File: config.mk
export PLATFORM = sky130hd
export DESIGN_NAME = ram3840_arbiter
export DESIGN_NICKNAME = d
export VERILOG_FILES = /design/src/rtl/ram3840_pkg.sv /design/src/rtl/arb_resp_channel.sv /design/src/rtl/ram3840_arbiter.sv
export SDC_FILE = /design/constraint.sdc
export NUM_CORES = 1
export LEC_CHECK = 0
export BUFFER_PORTS_ARGS = -buffer_cell sky130_fd_sc_hd__buf_2
export CAP_MARGIN = 15
export CORE_ASPECT_RATIO = 0.6
export CORE_UTILIZATION = 39
export CTS_CLUSTER_DIAMETER = 120
export DETAILED_ROUTE_END_ITERATION = 16
export GPL_TIMING_DRIVEN = 1
export MAX_ROUTING_LAYER = met4
export PLACE_DENSITY = 0.79
export SYNTH_ARGS = -nofsm -noshare
export SYNTH_HDL_FRONTEND = slang
export SYNTH_SLANG_ARGS = --single-unit
File: constraint.sdc
create_clock -name clk -period 1.9 [get_ports clk]
set_clock_uncertainty 0.15 [all_clocks]
set_input_delay 0.19 -clock clk [delete_from_list [all_inputs] [get_ports clk]]
set_output_delay 0.19 -clock clk [all_outputs]
set_load 0.03 [all_outputs]
File: src/rtl/ram3840_pkg.sv
// Shared definitions for the RAM3840 two-requester arbiter.
// Holds the bus widths, the arbiter state encoding, the requester IDs
// and small address helpers used by the arbiter and its response channels.
package ram3840_pkg;

  localparam int ADDR_W    = 12;
  localparam int DATA_W    = 16;
  localparam int BANK_W    = 4;
  localparam int MEM_WORDS = 3840;
  localparam int CNT_W     = 4;

  typedef enum logic [1:0] {
    IDLE  = 2'd0,
    OWN_A = 2'd1,
    OWN_B = 2'd2
  } arb_state_e;

  typedef logic req_id_t;
  localparam req_id_t REQ_A = 1'b0;
  localparam req_id_t REQ_B = 1'b1;

  // The address is widened by one bit so a limit of 4096 still compares correctly.
  function automatic logic in_range(input logic [ADDR_W-1:0] addr,
                                    input logic [ADDR_W:0]   limit);
    return ({1'b0, addr} < limit);
  endfunction

  function automatic logic [BANK_W-1:0] bank_of(input logic [ADDR_W-1:0] addr);
    return addr[ADDR_W-1 -: BANK_W];
  endfunction

endpackage

File: src/rtl/arb_resp_channel.sv
// Per-requester read-return channel.
// Captures the RAM read data (or zero for an out-of-range access) and the
// error flag on the grant edge, and pulses rvalid for the following cycle.
// Ports:
//   clk, reset    - system clock, synchronous active-high reset
//   gnt_i         - this requester was granted in the current cycle
//   oor_i         - the granted address is out of range
//   mem_out_i     - combinational RAM read data
//   rvalid_o      - one-cycle pulse after each grant
//   rdata_o/err_o - captured read data / error, held until the next grant
module arb_resp_channel
  import ram3840_pkg::*;
(
  input  logic              clk,
  input  logic              reset,
  input  logic              gnt_i,
  input  logic              oor_i,
  input  logic [DATA_W-1:0] mem_out_i,
  output logic              rvalid_o,
  output logic [DATA_W-1:0] rdata_o,
  output logic              err_o
);

  logic              rvalid_q;
  logic [DATA_W-1:0] rdata_q;
  logic              err_q;

  always_ff @(posedge clk) begin
    if (reset) begin
      rvalid_q <= 1'b0;
      rdata_q  <= '0;
      err_q    <= 1'b0;
    end else begin
      rvalid_q <= gnt_i;
      if (gnt_i) begin
        rdata_q <= oor_i ? '0 : mem_out_i;
        err_q   <= oor_i;
      end
    end
  end

  assign rvalid_o = rvalid_q;
  assign rdata_o  = rdata_q;
  assign err_o    = err_q;

endmodule

File: src/rtl/ram3840_arbiter.sv
// Two-requester arbiter for the single-port RAM3840.
// Requester A is the CPU data port, requester B the loader/DMA port.
// Round-robin in IDLE; a requester asking for lock keeps ownership for up to
// MAX_BURST consecutive grants while the other side waits. Out-of-range
// accesses (addr >= LIMIT) never write and return err with zero data.
// Ports:
//   clk, reset            - system clock, synchronous active-high reset
//   a_* / b_*             - request/grant handshake and read return per requester
//   mem_address/in/load   - drive the RAM3840 directly
//   mem_out               - RAM3840 combinational read data
//
// state | meaning
// IDLE  | no owner, round-robin between requesters
// OWN_A | A holds a lock; only A is granted until lock drops or burst expires
// OWN_B | B holds a lock; only B is granted until lock drops or burst expires
module ram3840_arbiter
  import ram3840_pkg::*;
#(
  parameter int unsigned MAX_BURST = 4,
  parameter int unsigned LIMIT     = MEM_WORDS
) (
  input  logic              clk,
  input  logic              reset,
  input  logic              a_req,
  input  logic              a_we,
  input  logic              a_lock,
  input  logic [ADDR_W-1:0] a_addr,
  input  logic [DATA_W-1:0] a_wdata,
  output logic              a_gnt,
  output logic              a_rvalid,
  output logic [DATA_W-1:0] a_rdata,
  output logic              a_err,
  input  logic              b_req,
  input  logic              b_we,
  input  logic              b_lock,
  input  logic [ADDR_W-1:0] b_addr,
  input  logic [DATA_W-1:0] b_wdata,
  output logic              b_gnt,
  output logic              b_rvalid,
  output logic [DATA_W-1:0] b_rdata,
  output logic              b_err,
  output logic [ADDR_W-1:0] mem_address,
  output logic [DATA_W-1:0] mem_in,
  output logic              mem_load,
  input  logic [DATA_W-1:0] mem_out
);

  localparam logic [CNT_W-1:0] MAX_C   = CNT_W'(MAX_BURST);
  localparam logic [ADDR_W:0]  LIMIT_C = (ADDR_W+1)'(LIMIT);

  arb_state_e       state_q, state_d;
  req_id_t          rr_last_q, rr_last_d;
  logic [CNT_W-1:0] burst_cnt_q, burst_cnt_d;

  logic             gnt_a, gnt_b;
  logic             a_gnt_w, b_gnt_w;
  logic             sel_lock, other_req;
  logic [CNT_W-1:0] cnt_nxt;

  always_ff @(posedge clk) begin
    if (reset) begin
      state_q     <= IDLE;
      rr_last_q   <= REQ_B;
      burst_cnt_q <= '0;
    end else begin
      state_q     <= state_d;
      rr_last_q   <= rr_last_d;
      burst_cnt_q <= burst_cnt_d;
    end
  end

  always_comb begin
    state_d     = state_q;
    rr_last_d   = rr_last_q;
    burst_cnt_d = burst_cnt_q;
    gnt_a       = 1'b0;
    gnt_b       = 1'b0;
    sel_lock    = 1'b0;
    other_req   = 1'b0;
    cnt_nxt     = '0;

    case (state_q)
      IDLE: begin
        if (a_req && b_req) begin
          gnt_a = (rr_last_q == REQ_B);
          gnt_b = (rr_last_q == REQ_A);
        end else begin
          gnt_a = a_req;
          gnt_b = b_req;
        end
      end
      OWN_A: begin
        gnt_a = a_req;
        // Owner idle with an exhausted burst: release so B wins next cycle.
        if (!a_req && b_req && (burst_cnt_q >= MAX_C)) begin
          state_d     = IDLE;
          burst_cnt_d = '0;
        end
      end
      OWN_B: begin
        gnt_b = b_req;
        if (!b_req && a_req && (burst_cnt_q >= MAX_C)) begin
          state_d     = IDLE;
          burst_cnt_d = '0;
        end
      end
      default: state_d = IDLE;
    endcase

    if (gnt_a || gnt_b) begin
      rr_last_d = gnt_b ? REQ_B : REQ_A;
      sel_lock  = gnt_b ? b_lock : a_lock;
      other_req = gnt_b ? a_req : b_req;
      if (!sel_lock) begin
        state_d     = IDLE;
        burst_cnt_d = '0;
      end else begin
        if (state_q == IDLE)         cnt_nxt = CNT_W'(1);
        else if (burst_cnt_q >= MAX_C) cnt_nxt = MAX_C;
        else                         cnt_nxt = burst_cnt_q + CNT_W'(1);
        // rr_last already points at the owner, so IDLE hands the next grant over.
        if ((cnt_nxt >= MAX_C) && other_req) begin
          state_d     = IDLE;
          burst_cnt_d = '0;
        end else begin
          state_d     = gnt_b ? OWN_B : OWN_A;
          burst_cnt_d = cnt_nxt;
        end
      end
    end
  end

  // Grants are masked during reset so no write can slip through that cycle.
  assign a_gnt_w = gnt_a && !reset;
  assign b_gnt_w = gnt_b && !reset;
  assign a_gnt   = a_gnt_w;
  assign b_gnt   = b_gnt_w;

  always_comb begin
    mem_address = '0;
    mem_in      = '0;
    mem_load    = 1'b0;
    if (a_gnt_w) begin
      mem_address = a_addr;
      mem_in      = a_wdata;
      mem_load    = a_we && in_range(a_addr, LIMIT_C);
    end else if (b_gnt_w) begin
      mem_address = b_addr;
      mem_in      = b_wdata;
      mem_load    = b_we && in_range(b_addr, LIMIT_C);
    end
  end

  arb_resp_channel u_resp_a (
    .clk       (clk),
    .reset     (reset),
    .gnt_i     (a_gnt_w),
    .oor_i     (!in_range(a_addr, LIMIT_C)),
    .mem_out_i (mem_out),
    .rvalid_o  (a_rvalid),
    .rdata_o   (a_rdata),
    .err_o     (a_err)
  );

  arb_resp_channel u_resp_b (
    .clk       (clk),
    .reset     (reset),
    .gnt_i     (b_gnt_w),
    .oor_i     (!in_range(b_addr, LIMIT_C)),
    .mem_out_i (mem_out),
    .rvalid_o  (b_rvalid),
    .rdata_o   (b_rdata),
    .err_o     (b_err)
  );

endmodule

==> reports/results.tsv <==
metric	value	unit
status	complete, but fails checks	
violations	setup timing	
crit_path_start_kind	register	
worst_pin_slew	668	ps
synth-compound-area-share	0.337	
arrival	1620	ps
synth-xor-area-share	0	
row_count	19	
clk_latency	300	ps
ys.warnings.count	0	
cts_tree	yes	
firstDrtPassIters	4	
vias	2127	
grt_start_max_net_pins	30	
final_cell_mix	117 x buf_2, 63 x a22o_1, 40 x dfxtp_1	
grt_pass1_wl	10400	um
syn_to_final_growth	70.0	%
cts_made_buffers	5	
die_x	92.1	um
clk_pin_slew_worst_paths	90	ps
ys_seq_area_frac	0.453	
power	0.00259	W
crit_type	register to output pin	
post-route-period-util	1.03	
die_y	56.1	um
drv_cap	0	
syn-num-nets	259	
clockRootBuffer	clkbuf_8	
place.gp.congestion	0.916	
htreeDepth	2	
syn_inst	178	
antenna_left	0	
p_leak	1.61	nW
fin_crit	1960	ps
finalInstanceArea	3230	um^2
io_pins	147	
synth-seq-cells	43	
wirelength	6690	um
wire_per_inst	16.5	um
final_common_cell	buf_2	
synth_area	1900	um^2
coreArea	4640	um^2
final_nets	422	
overflow	0	
slew_violations	0	
critical_path_required	1560	ps
setup_viol	29	
clkSinkCount	43	
grt_use_total	0.269	
dp.cells	378	
slew_headroom	0.554	
avgSynthCellArea	10.7	um^2
drive_gt1_frac	0.520	
via_per_inst	5.25	
synthAdderAreaFrac	0.00659	
cp-end-kind	output pin	
synth_top_family_by_area	compound AO/OA/AOI/OAI gates	
post-dp-hpwl	4590	um
antenna_found_initial	0	
start_util	0.410	
p_per_area	802	nW/um^2
first_iter_violations	70	
finalWorstSetupSlack	-55.8	ps
clock.fmax	511	MHz
portBuffers	146	
peakVddDrop	0.418	mV
grt_pass1_vias	2103	
rsz0062_at_grt	yes	
post-route-drc-count	0	
fin_cells	405	
worstPathMaxFanout	29	
netlist-cell-type-count	38	
ctsLongestPathBuffers	2	
placed_area	2710	um^2
hold_path.class	primary input to register	
dieArea	5160	um^2
synth_simple_gate_area_frac	0.130	
finalHoldViolCount	0	
num_antenna_cells	0	
synth.area.mux_share	0.00527	
## Yosys cell counts
library cell   n  share of area
a22o_1        63           0.29
dfxtp_1       43           0.45
buf_2          9          0.024
nor2_1         7          0.014
nand2_1        5         0.0099
buf_6          4          0.024
o21ai_0        4          0.011
buf_4          3          0.012
nor3b_1        3          0.012
and2_1         2         0.0066
and3b_1        2         0.0092
inv_1          2         0.0040
nand3_1        2         0.0053
nor2_2         2         0.0066
nor2b_1        2         0.0066
nor3_1         2         0.0053
nor3b_2        2          0.013
a2111oi_0      1         0.0046
a21oi_1        1         0.0026
a22oi_1        1         0.0040
a2bb2oi_1      1         0.0046
a31oi_1        1         0.0033
and4_1         1         0.0046
buf_1          1         0.0020
clkbuf_1       1         0.0020
ha_1           1         0.0066
mux2i_1        1         0.0053
nand2b_1       1         0.0033
nand2b_4       1         0.0072
nand3b_4       1          0.011
nand4_1        1         0.0033
nor3_2         1         0.0053
o211ai_1       1         0.0040
o22ai_1        1         0.0033
o31a_1         1         0.0046
o32a_1         1         0.0053
or2_2          1         0.0033
or3b_1         1         0.0046
## state kept, by name, indices dropped and copies added, names as in the netlist
signal	count
rr_last_q	1
u_resp_b.rvalid_o	1
u_resp_a.rdata_o	16
burst_cnt_q	4
u_resp_b.err_o	1
state_q	2
u_resp_a.err_o	1
u_resp_b.rdata_o	16
u_resp_a.rvalid_o	1
## metal layers
layer  vias up  share of wire  track usage
met2        96           0.48        0.441
met3        14          0.064       0.0642
met5         -              0            -
met4         0          0.020       0.0915
met1       998           0.44        0.325
li1       1019              -            -
## per-stage QoR
stage	util	setup slack, ps	hold WS, ps	setup TNS [ps]
finish	0.696	-55.8	69.6	-571
global route	0.696	-124	100	-2780
floorplan	-	110	173	0
CTS	0.705	-74.4	47.3	-1330
detailed placement	0.584	71.4	273	0
global placement	0.584	181	271	0
## critical path: stages, from the launching register on
cell	delay [ps]
dfxtp_2	340
nand2b_4	160
nor3_4	260
buf_12	210
a22o_1	190
buf_6	150
## timing repair
item,4_1_cts,5_1_grt
hold buffers,17,0
setup buffers,3,0
gates resized for setup,69,2
pin swaps,30,3
hold endpoints to repair,32,0
cloned,1,0
setup endpoints to repair,29,30
## cells by family after synthesis
| group | count (synthesis) |
|---|---|
| simple gates | 37 |
| buf+inv | 20 |
| fa+ha+maj | 1 |
| compound gates | 76 |
| mux | 1 |
| flops | 43 |
## final cells by class
cell class | count | area [um^2]
inverters | 2 | 7.51
repair buffers | 174 | 1200
clock inverters | 2 | 60.1
multi-input cells | 115 | 942
clock buffers | 6 | 72.6
well taps | 63 | 78.8
fillers | 391 | 1410
flip-flops and latches | 43 | 870
## final timing paths
| check | slack (ps) | endpoint | start | cells after the start |
|---|---|---|---|---|
| hold reg to reg | 330 | u_resp_b.rdata_o[9]$_SDFFE_PP0P_ | u_resp_b.rdata_o[9]$_SDFFE_PP0P_ | 1 |
| setup / recovery | -60 | mem_in[4] | state_q[1]$_SDFFE_PP0P_ | 5 |
| setup reg to reg | 110 | u_resp_a.rdata_o[4]$_SDFFE_PP0P_ | rr_last_q$_SDFFE_PP1P_ | 4 |
| hold / removal | 70 | state_q[0]$_SDFFE_PP0P_ | a_lock | 3 |
## report_power, final
part           switching, W  internal, W  total (W)
combinational      0.000417     0.000329   0.000746
sequential        0.0000360     0.000958   0.000994
clock              0.000324     0.000525   0.000850
No activity file was read; power rests on OpenSTA's default activity.
